<file path="src/rtl/alu_pkg.sv">
// Shared constants and types for the ALU and its issue stage.
// func3 encodings are common to both sides of the EX boundary.
package alu_pkg;

  localparam logic [6:0] OPC_OP    = 7'b0110011;
  localparam logic [6:0] OPC_OPIMM = 7'b0010011;

  localparam logic [2:0] F3_ADD  = 3'b000;
  localparam logic [2:0] F3_SLL  = 3'b001;
  localparam logic [2:0] F3_SLT  = 3'b010;
  localparam logic [2:0] F3_SLTU = 3'b011;
  localparam logic [2:0] F3_XOR  = 3'b100;
  localparam logic [2:0] F3_SR   = 3'b101;
  localparam logic [2:0] F3_OR   = 3'b110;
  localparam logic [2:0] F3_AND  = 3'b111;

  localparam logic [6:0] F7_BASE = 7'b0000000;
  localparam logic [6:0] F7_ALT  = 7'b0100000;

  typedef enum logic {
    RUN,
    TRAP
  } issue_state_t;

  typedef struct packed {
    logic [31:0] op1;
    logic [31:0] op2;
    logic [2:0]  f3;
    logic        subsra;
    logic [4:0]  rd;
  } ex_t;

endpackage

</file>
<file path="src/rtl/alu_issue_stage_if.sv">
// Instruction valid/ready handshake into the issue stage.
// master drives the instruction word, slave answers with ready.
interface alu_issue_stage_if;
  logic        instr_valid;
  logic [31:0] instr;
  logic        instr_ready;

  modport master (
    output instr_valid,
    output instr,
    input  instr_ready
  );

  modport slave (
    input  instr_valid,
    input  instr,
    output instr_ready
  );
endinterface

</file>
<file path="src/rtl/regfile.sv">
// 32x32 register file: two async read ports, debug read, one write.
// x0 is never written, so it reads zero after reset.
module regfile (
  input  logic        clk,
  input  logic        rst,
  input  logic [4:0]  ra1,
  input  logic [4:0]  ra2,
  output logic [31:0] rd1,
  output logic [31:0] rd2,
  input  logic [4:0]  dbg_addr,
  output logic [31:0] dbg_data,
  input  logic        we,
  input  logic [4:0]  waddr,
  input  logic [31:0] wdata
);

  logic [31:0] regs [0:31];

  always_ff @(posedge clk or posedge rst) begin
    if (rst) begin
      for (int i = 0; i < 32; i++) regs[i] <= '0;
    end else if (we && waddr != 5'd0) begin
      regs[waddr] <= wdata;
    end
  end

  assign rd1      = regs[ra1];
  assign rd2      = regs[ra2];
  assign dbg_data = regs[dbg_addr];

endmodule

</file>
<file path="src/rtl/alu_issue_stage.sv">
// Decode/issue stage for RV32I OP and OP-IMM feeding the ALU,
// with one EX->decode forwarding path and an illegal-instr trap.
module alu_issue_stage
  import alu_pkg::*;
(
  input  logic               clk,
  input  logic               rst,
  alu_issue_stage_if.slave   issue,
  output logic [31:0]        operand1,
  output logic [31:0]        operand2,
  output logic [2:0]         func3,
  output logic               subsra,
  input  logic [31:0]        alu_result,
  output logic               wb_valid,
  output logic [4:0]         wb_rd,
  output logic [31:0]        wb_data,
  output logic               illegal,
  input  logic               trap_clear,
  input  logic [4:0]         dbg_addr,
  output logic [31:0]        dbg_data
);

  issue_state_t state, state_nx;

  logic [6:0]  opc, f7;
  logic [2:0]  f3;
  logic [4:0]  rs1, rs2, rd;
  logic [31:0] imm;

  assign opc = issue.instr[6:0];
  assign rd  = issue.instr[11:7];
  assign f3  = issue.instr[14:12];
  assign rs1 = issue.instr[19:15];
  assign rs2 = issue.instr[24:20];
  assign f7  = issue.instr[31:25];
  assign imm = {{20{issue.instr[31]}}, issue.instr[31:20]};

  logic legal, is_op, sub_d;

  always_comb begin
    legal = 1'b0;
    is_op = 1'b0;
    sub_d = 1'b0;
    unique case (1'b1)
      opc == OPC_OP: begin
        is_op = 1'b1;
        sub_d = issue.instr[30];
        legal = (f7 == F7_BASE) ||
                (f7 == F7_ALT && (f3 == F3_ADD || f3 == F3_SR));
      end
      opc == OPC_OPIMM: begin
        legal = 1'b1;
        if (f3 == F3_SLL) begin
          legal = (f7 == F7_BASE);
        end else if (f3 == F3_SR) begin
          legal = (f7 == F7_BASE) || (f7 == F7_ALT);
          sub_d = issue.instr[30];
        end
      end
      default: ;
    endcase
  end

  logic accept, issue_ok;
  assign issue.instr_ready = !rst && state == RUN;
  assign accept   = issue.instr_valid && issue.instr_ready;
  assign issue_ok = accept && legal;

  always_ff @(posedge clk or posedge rst) begin
    if (rst) state <= RUN;
    else     state <= state_nx;
  end

  always_comb begin
    state_nx = state;
    unique case (state)
      RUN:  if (accept && !legal) state_nx = TRAP;
      TRAP: if (trap_clear)       state_nx = RUN;
      default: state_nx = RUN;
    endcase
  end

  assign illegal = (state == TRAP);

  logic        e_valid;
  logic [4:0]  e_rd;
  logic [31:0] rf1, rf2;

  regfile u_rf (
    .clk      (clk),
    .rst      (rst),
    .ra1      (rs1),
    .ra2      (rs2),
    .rd1      (rf1),
    .rd2      (rf2),
    .dbg_addr (dbg_addr),
    .dbg_data (dbg_data),
    .we       (e_valid),
    .waddr    (e_rd),
    .wdata    (alu_result)
  );

  // rs2 forwarding only matters when rs2 is really a source (OP)
  logic fwd1, fwd2;
  assign fwd1 = e_valid && e_rd != 5'd0 && rs1 == e_rd;
  assign fwd2 = e_valid && e_rd != 5'd0 && rs2 == e_rd && is_op;

  ex_t ex_d;
  always_comb begin
    ex_d.op1    = fwd1 ? alu_result : rf1;
    ex_d.op2    = is_op ? (fwd2 ? alu_result : rf2) : imm;
    ex_d.f3     = f3;
    ex_d.subsra = sub_d;
    ex_d.rd     = rd;
  end

  always_ff @(posedge clk or posedge rst) begin
    if (rst) begin
      e_valid  <= 1'b0;
      e_rd     <= '0;
      operand1 <= '0;
      operand2 <= '0;
      func3    <= '0;
      subsra   <= 1'b0;
    end else begin
      e_valid <= issue_ok;
      if (issue_ok) begin
        e_rd     <= ex_d.rd;
        operand1 <= ex_d.op1;
        operand2 <= ex_d.op2;
        func3    <= ex_d.f3;
        subsra   <= ex_d.subsra;
      end
    end
  end

  always_ff @(posedge clk or posedge rst) begin
    if (rst) begin
      wb_valid <= 1'b0;
      wb_rd    <= '0;
      wb_data  <= '0;
    end else begin
      wb_valid <= e_valid;
      if (e_valid) begin
        wb_rd   <= e_rd;
        wb_data <= alu_result;
      end
    end
  end

endmodule

</file>
<file path="src/flat_wrapper.sv">
// flat-port wrapper written by rule: the top's interface ports become plain ports
module alu_issue_stage_flat import alu_pkg::*;
  (clk, rst, operand1, operand2, func3, subsra, alu_result, wb_valid, wb_rd, wb_data, illegal, trap_clear, dbg_addr, dbg_data, issue_instr_valid, issue_instr, issue_instr_ready);
  alu_issue_stage_if issue_i ();
  input  logic clk;
  input  logic rst;
  output logic [31:0] operand1;
  output logic [31:0] operand2;
  output logic [2:0] func3;
  output logic subsra;
  input  logic [31:0] alu_result;
  output logic wb_valid;
  output logic [4:0] wb_rd;
  output logic [31:0] wb_data;
  output logic illegal;
  input  logic trap_clear;
  input  logic [4:0] dbg_addr;
  output logic [31:0] dbg_data;
  input wire logic [$bits(issue_i.instr_valid)-1:0] issue_instr_valid;
  input wire logic [$bits(issue_i.instr)-1:0] issue_instr;
  output wire logic [$bits(issue_i.instr_ready)-1:0] issue_instr_ready;
  assign issue_i.instr_valid = issue_instr_valid;
  assign issue_i.instr = issue_instr;
  assign issue_instr_ready = issue_i.instr_ready;
  alu_issue_stage u_core (.clk(clk), .rst(rst), .issue(issue_i), .operand1(operand1), .operand2(operand2), .func3(func3), .subsra(subsra), .alu_result(alu_result), .wb_valid(wb_valid), .wb_rd(wb_rd), .wb_data(wb_data), .illegal(illegal), .trap_clear(trap_clear), .dbg_addr(dbg_addr), .dbg_data(dbg_data));
endmodule
</file>
<file path="config.mk">
export PLATFORM = sky130hd
export DESIGN_NAME = alu_issue_stage_flat
export DESIGN_NICKNAME = d
export VERILOG_FILES = /design/src/rtl/alu_pkg.sv /design/src/rtl/alu_issue_stage_if.sv /design/src/rtl/regfile.sv /design/src/rtl/alu_issue_stage.sv /design/src/flat_wrapper.sv
export SDC_FILE = /design/constraint.sdc
export NUM_CORES = 2
export LEC_CHECK = 0
export CAP_MARGIN = 40
export CORE_UTILIZATION = 40
export DETAILED_ROUTE_END_ITERATION = 6
export PLACE_DENSITY = 0.6
export SKIP_LAST_GASP = 1
export SLEW_MARGIN = 20
export SYNTH_ARGS = -nofsm -noshare
export SYNTH_HDL_FRONTEND = slang
export SYNTH_HIERARCHICAL = 1
export SYNTH_SLANG_ARGS = --single-unit
</file>
<file path="constraint.sdc">
create_clock -name clk -period 43.5 [get_ports clk]
set_clock_uncertainty 0.2 [all_clocks]
set_input_delay 13.05 -clock clk [delete_from_list [all_inputs] [get_ports clk]]
set_output_delay 13.05 -clock clk [all_outputs]
set_load 0.05 [all_outputs]
</file>
; ---- Word-level counts from Yosys, hierarchy flattened
; Cells that the tools add are included.
[op_classes]
eq_ne = 7
n_lt_le_gt_ge = 5
mux = 25
bitwise = 5
reduce_logical = 18
[op_table]
columns = operator, count
row1 = 1024-bit bitwise mux, 1
row2 = 32-bit binary-select mux with 5-bit select, 3
row3 = 32-bit 2-to-1 mux, 10
row4 = 32-bit demux with 5-bit select, 1
row5 = 6-bit greater-or-equal comparator (second input constant), 4
row6 = 5-bit inverter with 6-bit output, 4
row7 = 7-bit by 6-bit == test with 1-bit output (second input constant), 2
row8 = 5-bit == test, 2
row9 = 1-bit logical AND, 10
row10 = 7-bit by 5-bit == test with 1-bit output (second input constant), 1
row11 = 7-bit zero test, 1
row12 = 1-bit 2-to-1 mux, 7
row13 = 6-bit by 1-bit less-than comparator with 1-bit output (second input constant), 1
row14 = 1-bit one-hot mux with 2 select lines, 3
row15 = 5-bit nonzero test, 1
row16 = 3-bit by 1-bit == test with 1-bit output (second input constant), 1
row17 = 3-bit == test (second input constant), 1
row18 = 3-bit zero test, 1
row19 = 1-bit logical OR, 3
row20 = 1-bit zero test, 2
row21 = 1-bit inverter, 1
[word_totals]
out_inout_bits = 140
elab_cells = 102
ff_bits = 1137

; ---- Longest topological paths before layout
[logic_depth]
word_depth = 9
mapped_depth = 11
ltp_nobuf = 8

; ---- Modules after synthesis
; Netlist, hierarchy kept.
[by_module_without_submodules]
columns = module, cells_each, seq_area_each_um2, n_inst, area_per_inst_um2
row1 = regfile, 5760, 25624.6, 1, 64718.3
row2 = alu_issue_stage, 442, 2827.7, 1, 5465.2

; ---- Least setup slack after synthesis
; Ideal clock, no wire load.
[synth_path]
kind = input to output
start = input dbg_addr[1]
end = output dbg_data[25]
cell_stages = 8
arrival_ns = 14.566
path_buffers = 4
path_slack_ns = 15.684
t_required_ns = 30.250
path_cell_list = buf_2 -> buf_4 -> buf_4 -> buf_4 -> mux2i_1 -> a22oi_1 -> a31oi_1 -> nand3_1
[synth_between]
elab_chain_len = 4
[synth_rtl]
columns = item, line_no
row1 = from (decl), flat_wrapper.sv:17  ; input logic [4:0] dbg_addr;
row2 = 5-bit inverter with 6-bit output (not written as such), regfile.sv:29  ; assign dbg_data = regs[dbg_addr];
row3 = 32-bit binary-select mux with 5-bit select, regfile.sv:29
row4 = 32-bit 2-to-1 mux (not written as such) (2 in series), regfile.sv:29
row5 = to (decl), flat_wrapper.sv:18  ; output logic [31:0] dbg_data;
; Every way passes these cells. The select of a mux whose other input is x is not followed.

; ---- Final worst setup path
[layout_path]
start = input dbg_addr[1]
end = output dbg_data[16]
; The elaborated chain is that of the path after synthesis.

==> results_dict.tcl <==
set metrics [dict create \
    synth_xor_area_share_pct 0.1248 \
    cts_sinks 1137 \
    cts.hold.buffers_added 0 \
    die_x_microns 420.9 \
    gr-total-overflow 0 \
    grt_antenna_before_repair 1 \
    tightest_slew_ns 1.072 \
    area_growth_pct 12.54 \
    cts.path.max_buffers 3 \
    ys_top_cells_by_area "dfrtp_1 (41%), mux2i_1 (22%), mux2_2 (17%), a22oi_1 (3.1%), a22o_1 (2.4%)" \
    synth_compound_area_share_pct 8.887 \
    port_buffers 212 \
    cts_tree "done" \
    leakagePower_nw 36.57 \
    status "finished, final reports clean" \
    timing.critical_path.cells "buf_8, buf_4, buf_4, buf_16, mux2i_1, a22o_1, nor3_1, a31oi_1, nand3_1, clkdlybuf4s50_1" \
    synth_nets 6275 \
    setup_viol 0 \
    ctsResizeCount 0 \
    ctsHtreeMaxLevel 4 \
    drt_wl_total_microns 262400 \
    yosys.area_share.simple_pct 5.612 \
    synth_top_area_share_pct 40.54 \
    synth_edf_count 0 \
    yosys.area.top_type "dfrtp_1" \
    slew_headroom_pct 28.56 \
    cts_buffers 132 \
    avgViaCountPerCell 6.332 \
    vias 54015 \
    syn_area_per_cell_sq_um 11.32 \
    synth_ff_type "dfrtp_1" \
    finalNonFillerCells 8530 \
    die_area_sq_mm 0.1771 \
    final_common_cell "mux2i_1" \
    async_reset_ff_share_pct 100.0 \
    root_buffer "clkbuf_16" \
    maxCapViolCount 0 \
    rsz0062_at_grt "false" \
    die_h_microns 420.9 \
    synth.distinct_cells 45 \
    drcViolationCount 0 \
    cp_top_family "buffers and inverters" \
    core_sq_mm 0.1740 \
    place_congestion 0.8475 \
    synth_seq_cells 1137 \
    crit_slowest_cell "clkdlybuf4s50_1" \
    critPathCaptureType "output pin" \
    drtIter0Drc 5204 \
    ios 213 \
    ant_nets 0 \
    nNetsFinal 6181 \
    required_ns 30.25 \
    drt-wirelength-per-cell_microns 30.76 \
    synth_fa_ha_area_share_pct 0 \
    hold_class "reg -> reg" \
    netlist_area_sq_mm 0.07018 \
    fin_crit_ns 30.49 \
    finalCritPeriodShare_pct 70.09 \
    cp_common_cell "buf_4" \
    powerDensity_mw_per_mm2 33.74 \
    setup_tns_ns 0 \
    synth_top_family_by_area "multiplexers" \
    drive_gt1_share_pct 24.41 \
    syn_inst 6202 \
    start_util_pct 40.33 \
    grt_pass1_vias 53161 \
    grt_max_degree 167 \
    setup.worst_path.start_class "input port" \
    peakVddDrop_v 0.00004570 \
    fillerInstances 15915 \
    critPathMaxFanout 89 \
    worst_ep_arrival_time_ns 17.24 \
    seq_area_frac_synth_pct 40.54 \
    muxShareOfSynthArea_pct 40.06 \
    fmax_mhz 32.80 \
    crit_buf_inv 5 \
    critPathMaxStageDelay_ns 1.08 \
    path_class "in -> out" \
    track_usage_pct 29.09 \
    hpwl_microns 145200 \
    yosys_warnings 6 \
    post_cts_buffers 0 \
    grt_pass1_wl_microns 378800 \
    final_cell_mix "mux2i_1 (1,557), dfrtp_1 (1,136), mux2_2 (1,047)" \
    clk_latency_ns 0.80 \
    num_rows 153 \
    slew_violations 0 \
    place_inst 8293 \
    finalHoldViolations 0 \
    clkSlewWorstSetupHoldPaths_ns 0.06 \
    drt_pass1_iterations 6 \
]
[registers in the layout, summed over array words and instances, names as in the netlist]
signal and flops:
u_core/u_rf/regs 1024, u_core/operand1 32, u_core/operand2 32, u_core/wb_data 32, u_core/e_rd 5, u_core/wb_rd 5, u_core/func3 3, u_core/e_valid 1
u_core/illegal 1, u_core/subsra 1, u_core/wb_valid 1
[power breakdown]
part / switching [W] / internal, W / leakage [nW]
sequential: 0.0000261 / 0.00108 / 14.8
clock: 0.000468 / 0.000699 / 2.23
combinational: 0.000248 / 0.000140 / 19.6
[metrics by stage]
step | power, W | area (sq um) | hold slack [ns] | worst slack (ns) | utilization (%)
global placement | 0.001497 | 73240 | 0.2047 | 12.74 | 42.09
finish | 0.002665 | 78990 | 0.2237 | 13.01 | 45.39
floorplan | 0.001371 | 70180 | 0.2693 | 1.434 | -
detailed placement | 0.001508 | 74350 | 0.2096 | 12.82 | 42.73
CTS | 0.002673 | 78820 | 0.2252 | 12.81 | 45.30
global route | 0.002741 | 78980 | 0.2411 | 12.93 | 45.39
[per-layer routing]
layer | track usage [%] | wire length [microns] | up-vias | share of wire [%]
li1 | - | - | 22869 | -
met5 | 0 | 11 | - | 0.0042
met3 | 5.261 | 19090 | 591 | 7.3
met4 | 13.02 | 11640 | 2 | 4.4
met2 | 45.69 | 120200 | 2441 | 46
met1 | 39.02 | 111400 | 28112 | 42
[synth_stat cells (all sizes together) (2+ instances only)]
| cell | instances |
|---|---|
| and2 | 5 |
| buf | 343 |
| clkbuf | 286 |
| nand2 | 383 |
| xor2 | 4 |
| nor2 | 23 |
| mux2i | 1557 |
| nor4 | 2 |
| nor2b | 9 |
| nor3 | 97 |
| a22oi | 288 |
| dfrtp | 1137 |
| xnor2 | 6 |
| or4 | 2 |
| or2 | 4 |
| a31oi | 107 |
| and3 | 2 |
| a21oi | 300 |
| o22a | 21 |
| and3b | 2 |
| inv | 3 |
| nand3 | 293 |
| a22o | 192 |
| nand4 | 2 |
| nand3b | 4 |
| mux2 | 1113 |
| nand2b | 6 |
| nor3b | 4 |
[cells by family (layout without fill, tap and decap cells)]
group                  Yosys count  after routing
AO/OA/AOI/OAI                  912            912
buffers and inverters          632            633
multiplexers                  2670           2670
other                            0              2
AND/OR/NAND/NOR                841            841
flip-flops                    1137           1137
XOR/XNOR                        10             10
[worst paths after layout]
| kind | start | end | slack, ns | cells after the start |
|---|---|---|---|---|
| max | dbg_addr[1] | dbg_data[16] | 13.01 | 10 |
| min | u_core/u_rf/regs[1012] | u_core/u_rf/regs[1012] | 0.22 | 0 |
| max reg2reg | u_core/e_valid | u_core/operand2[20] | 39.83 | 5 |
| min reg2reg | u_core/u_rf/regs[1012] | u_core/u_rf/regs[1012] | 0.22 | 0 |
| max in group asynchronous | rst | u_core/u_rf/regs[995] | 27.28 | 6 |
| min in group asynchronous | rst | u_core/u_rf/regs[74] | 12.55 | 2 |
[final cells by class]
cell class                      count  area, sq um  share of cell area [%]
Inverter                            3        23.77                 0.03010
Sequential cell                  1137        28450                   36.02
Clock inverter                     35        435.4                  0.5513
Antenna cell                        2        5.005                0.006336
Tap cell                         2325         2909                   3.683
Multi-Input combinational cell   4433        38550                   48.80
Clock buffer                      194         4040                   5.115
Timing Repair Buffer              401         4571                   5.787
(Power assumes the default switching activity.)
